**config.mk**
```make
export PLATFORM = sky130hd
export DESIGN_NAME = alu_mul_sequencer
export DESIGN_NICKNAME = d
export VERILOG_FILES = /design/src/rtl/alu_mul_sequencer.sv
export SDC_FILE = /design/constraint.sdc
export NUM_CORES = 1
export LEC_CHECK = 0
export BUFFER_PORTS_ARGS = -buffer_cell sky130_fd_sc_hd__buf_2
export CORE_MARGIN = 2
export CORE_UTILIZATION = 40
export DETAILED_ROUTE_END_ITERATION = 6
export HOLD_SLACK_MARGIN = 0.12
export SYNTH_ARGS = -nofsm -noshare
export SYNTH_HDL_FRONTEND = slang
export SYNTH_SLANG_ARGS = --single-unit
export TNS_END_PERCENT = 5
```
**constraint.sdc**
```tcl
create_clock -name clk_i -period 1.7 [get_ports clk_i]
set_input_delay 0.17 -clock clk_i [delete_from_list [all_inputs] [get_ports clk_i]]
set_output_delay 0.17 -clock clk_i [all_outputs]
set_load 0.03 [all_outputs]
```
**src/rtl/alu_mul_sequencer.sv**
```systemverilog
// Shift-and-add multiplier that borrows a shared external ALU for its adds and shifts.
// Produces the low 32 bits of op_a * op_b; one ADD cycle per set multiplier bit.
module alu_mul_sequencer (
  input  logic        clk_i,
  input  logic        rst_i,
  input  logic        start_i,
  input  logic [31:0] op_a_i,
  input  logic [31:0] op_b_i,
  input  logic [31:0] alu_result_i,
  output logic        busy_o,
  output logic        done_o,
  output logic [31:0] product_o,
  output logic [3:0]  alu_control_o,
  output logic [31:0] src_a_o,
  output logic [31:0] src_b_o
);

  localparam logic [3:0] OpAdd  = 4'b0000;
  localparam logic [3:0] OpShl  = 4'b1010;
  localparam logic [3:0] OpPass = 4'b0111;

  typedef enum logic [1:0] {StIdle, StAdd, StShift, StDone} state_e;

  state_e      state_q, state_d;
  logic [31:0] acc_q, acc_d;
  logic [31:0] mcand_q, mcand_d;
  logic [31:0] mplier_q, mplier_d;
  logic [31:0] product_q, product_d;
  logic [31:0] mplier_shr;

  assign mplier_shr = mplier_q >> 1;

  always_ff @(posedge clk_i) begin
    if (rst_i) begin
      state_q   <= StIdle;
      acc_q     <= '0;
      mcand_q   <= '0;
      mplier_q  <= '0;
      product_q <= '0;
    end else begin
      state_q   <= state_d;
      acc_q     <= acc_d;
      mcand_q   <= mcand_d;
      mplier_q  <= mplier_d;
      product_q <= product_d;
    end
  end

  always_comb begin
    state_d       = state_q;
    acc_d         = acc_q;
    mcand_d       = mcand_q;
    mplier_d      = mplier_q;
    product_d     = product_q;
    busy_o        = 1'b0;
    done_o        = 1'b0;
    alu_control_o = OpPass;
    src_a_o       = '0;
    src_b_o       = '0;
    product_o     = product_q;

    unique case (state_q)
      StIdle: begin
        if (start_i) begin
          acc_d    = '0;
          mcand_d  = op_a_i;
          mplier_d = op_b_i;
          if (op_b_i == '0) begin
            state_d = StDone;
          end else if (op_b_i[0]) begin
            state_d = StAdd;
          end else begin
            state_d = StShift;
          end
        end
      end
      StAdd: begin
        busy_o        = 1'b1;
        alu_control_o = OpAdd;
        src_a_o       = acc_q;
        src_b_o       = mcand_q;
        acc_d         = alu_result_i;
        state_d       = StShift;
      end
      StShift: begin
        busy_o        = 1'b1;
        alu_control_o = OpShl;
        src_a_o       = mcand_q;
        src_b_o       = 32'd1;
        mcand_d       = alu_result_i;
        mplier_d      = mplier_shr;
        // Look one bit ahead: mplier[1] is the next bit once this shift lands.
        if (mplier_shr == '0) begin
          state_d = StDone;
        end else if (mplier_q[1]) begin
          state_d = StAdd;
        end else begin
          state_d = StShift;
        end
      end
      StDone: begin
        done_o    = 1'b1;
        product_o = acc_q;
        product_d = acc_q;
        state_d   = StIdle;
      end
      default: state_d = StIdle;
    endcase
  end

endmodule

```
==> results by group <==
Min path
  – Hold path start: op_a_i[7]
  – Hold endpoint: mcand_q[7]
  – Worst hold path type: input port to flip-flop
  – Hold Path Cell Cnt: 3

Critical path
  – Worst setup SP type: flip-flop
  – FF-to-FF path depth: 7
  – Reg-to-reg setup timing slack: 0.04 ns
  – Arrival @ worst endpoint: 1.81 ns
  – Crit path kind: flip-flop to output pin
  – Reg-to-reg endpoint: acc_q[5]
  – Critical path peak fanout: 20
  – CP Data Required Time: about 1.5 ns
  – Critical Path End Type: output pin
  – Reg-to-reg startpoint: state_q[0]

Clock tree
  – CTS tree: yes
  – CTS root buffer: clkbuf_16
  – Total CTS buffers: 17
  – Clock Sinks: 129
  – H-tree level count: 4
  – Clock latency on the worst-skew pair: 0.41 ns
  – Clock transition at path regs: 0.06 ns
  – CTS Buffer Depth: 2

STA
  – Fin. max-slew vios: 0
  – Worst slew pin tran: 0.438 ns
  – Final critical-path share of the clock period: 1.17
  – Skew final: 0.00475 ns
  – Slew HR: 0.706
  – Final Hold Fails: 0
  – Final setup fails: 98
  – Max Freq: 0.505 GHz
  – Final worst-path setup slack: -0.282 ns
  – Period minus WS final: a little under 2 ns
  – RSZ-0062 raised after global routing: true

Run status
  – Failing checks: negative setup slack
  – Status: finished, violations left

Floorplanning
  – Core area: roughly 0.016 sq mm
  – Row count: 47
  – Full die area: 0.0176 sq mm
  – Io pins: about 200
  – Initial Util: 0.404
  – Die Ht: 133 microns
  – Die width: around 130 microns

Drt
  – DR vias: between 5,000 and 6,000
  – Antenna Nets Post-Route: 0
  – Pre-antenna DRT Iters: 4
  – WL final: 18,900 microns
  – DRC viols: 0
  – Initial DRC count: 230
  – Via/cell ratio: about 5.2
  – DR WL/cell: ~17 microns

Yosys
  – Post-synth EDFFs: 0
  – Post-Syn Area: 0.00663 sq mm
  – Syn nets: 722
  – Yosys reg bits: about 130
  – Register area share after synthesis: 0.389
  – Syn avg cell area: 10.7 sq um
  – Synthesized instance count: 618
  – Post-synth cell types: 38
  – Synth Flop Type: dfxtp_1
  – Synth Warn #: 0
  – Asr flop ratio synth: 0

Global routing
  – Number of global-route vias before repair: 5,785
  – Global route total overflow: 0
  – Initial antenna violation count: 1
  – First-pass GRT wire length: 30,400 microns
  – Largest net degree at the start of global routing: 44
  – GRT Overall Usage: 0.217

Cells and area
  – Final core utilization: 0.580
  – Final Cell Area: 0.00951 sq mm
  – Nets: 952
  – Share of layout cells above drive strength 1: 0.527
  – Fin cells: 1,082
  – Most common cell after layout, fill and taps aside: buf_2
  – Area delta synth->final: 43.5%
  – Most frequent cells in the layout: buf_2, dfxtp_1, nor2_1

Placed design
  – Port bufs: 200
  – Final HPWL DP: 12,800 microns
  – Gpl congestion: around 0.8
  – Area after DPL: 0.00796 sq mm
  – Placed cell count: between 1,000 and 1,500

Power and ir drop
  – Max VDD drop: 0.000699 V
  – Overall Power: about 10 mW
  – Power density over the cells: 1060 mW/mm^2
  – Leak: 3.95 nW

Flow run
  – # Max-Cap Violations: 0
## synth_stat cells, types with 2 or more instances
cell type | n | area (sq um)
a22oi_2 | 30 | 375
and2_1 | 2 | 12.5
and3_1 | 31 | 194
mux2i_1 | 62 | 621
buf_4 | 7 | 52.6
mux2_1 | 30 | 338
buf_8 | 7 | 105
buf_2 | 20 | 100
clkbuf_1 | 9 | 33.8
a22o_1 | 33 | 289
nor3_1 | 2 | 10.0
a211oi_2 | 62 | 776
inv_1 | 4 | 15.0
nor2b_1 | 33 | 206
a22oi_1 | 2 | 15.0
nor2_1 | 66 | 248
nand4_1 | 4 | 25.0
a21oi_1 | 3 | 15.0
dfxtp_1 | 129 | 2580
ha_1 | 5 | 62.6
mux2_2 | 2 | 22.5
buf_6 | 11 | 124
buf_1 | 6 | 22.5
nor2_2 | 30 | 188
nor4_1 | 15 | 93.8
## final cells by class
class	instances	area [sq um]
diodes	1	2.50
clock buffers	19	453
clock inverters	13	114
fillers	1410	6890
inverters	5	18.8
multi-input cells	424	3800
flip-flops and latches	129	2580
well taps	220	275
repair buffers	271	2260
## metal layers
layer	vias to the layer above	part of all wire	track usage
met1	2734	0.43	0.263
met4	0	0.018	0.0723
met3	23	0.058	0.0544
li1	2723	-	-
met2	163	0.49	0.374
met5	-	0	0
## how the worst max path moves through the flow
stage,startpoint,endpoint,slack (ns),cells after the start
2_1_floorplan,state_q[0],product_q[11],-0.06,5
3_3_place_gp,state_q[0],mcand_q[4],0.05,8
3_5_place_dp,state_q[0],mcand_q[10],0.01,8
4_1_cts,state_q[0],product_o[13],-0.29,5
5_1_grt,state_q[1],src_a_o[4],-0.34,6
6_report,state_q[0],src_a_o[4],-0.28,6
## kinds of logic after synthesis
logic type	share of synthesized area
multiplexers	0.150
AO/OA/AOI/OAI	0.228
flip-flops	0.389
AND/OR/NAND/NOR	0.155
buffers and inverters	0.0689
adder cells (fa/ha/maj)	0.00943
## power breakdown
group / leakage (nW) / switching [mW] / internal, mW
clock: 0.267 / 1.35 / 2.08
sequential: 1.06 / 0.276 / 3.37
combinational: 2.62 / 1.67 / 1.32
total: 3.95 / 3.29 / 6.76
## stage by stage
| step | setup slack, ns | hold slack [ns] | TNS, ns |
|---|---|---|---|
| floorplan | -0.0592 | 0.320 | -2.63 |
| detailed placement | 0.0104 | 0.442 | 0 |
| global route | -0.338 | 0.137 | -26.67 |
| global placement | 0.0497 | 0.435 | 0 |
| finish | -0.282 | 0.132 | -19.96 |
| CTS | -0.293 | 0.121 | -21.84 |
## worst max-delay path, cell delays in order, from the launching register on
cell and delay, ns:
dfxtp_2 0.32, buf_4 0.14, ha_2 0.20, and2_4 0.16, buf_12 0.16, a22o_2 0.28
buf_6 0.14
## sequential cells by signal, indices dropped and copies added (netlist names)
register / cells
mcand_q: 32
mplier_q: 31
state_q: 2
acc_q: 32
product_q: 32
## timing repair
item	4_1_cts	5_1_grt
gates cloned	1	0
setup endpoints to repair	105	124
gates resized for setup	140	32
hold buffers	41	0
setup buffers	0	0
pin swaps	1	3
hold endpoints to repair	45	0
(Power assumes the default switching activity.)
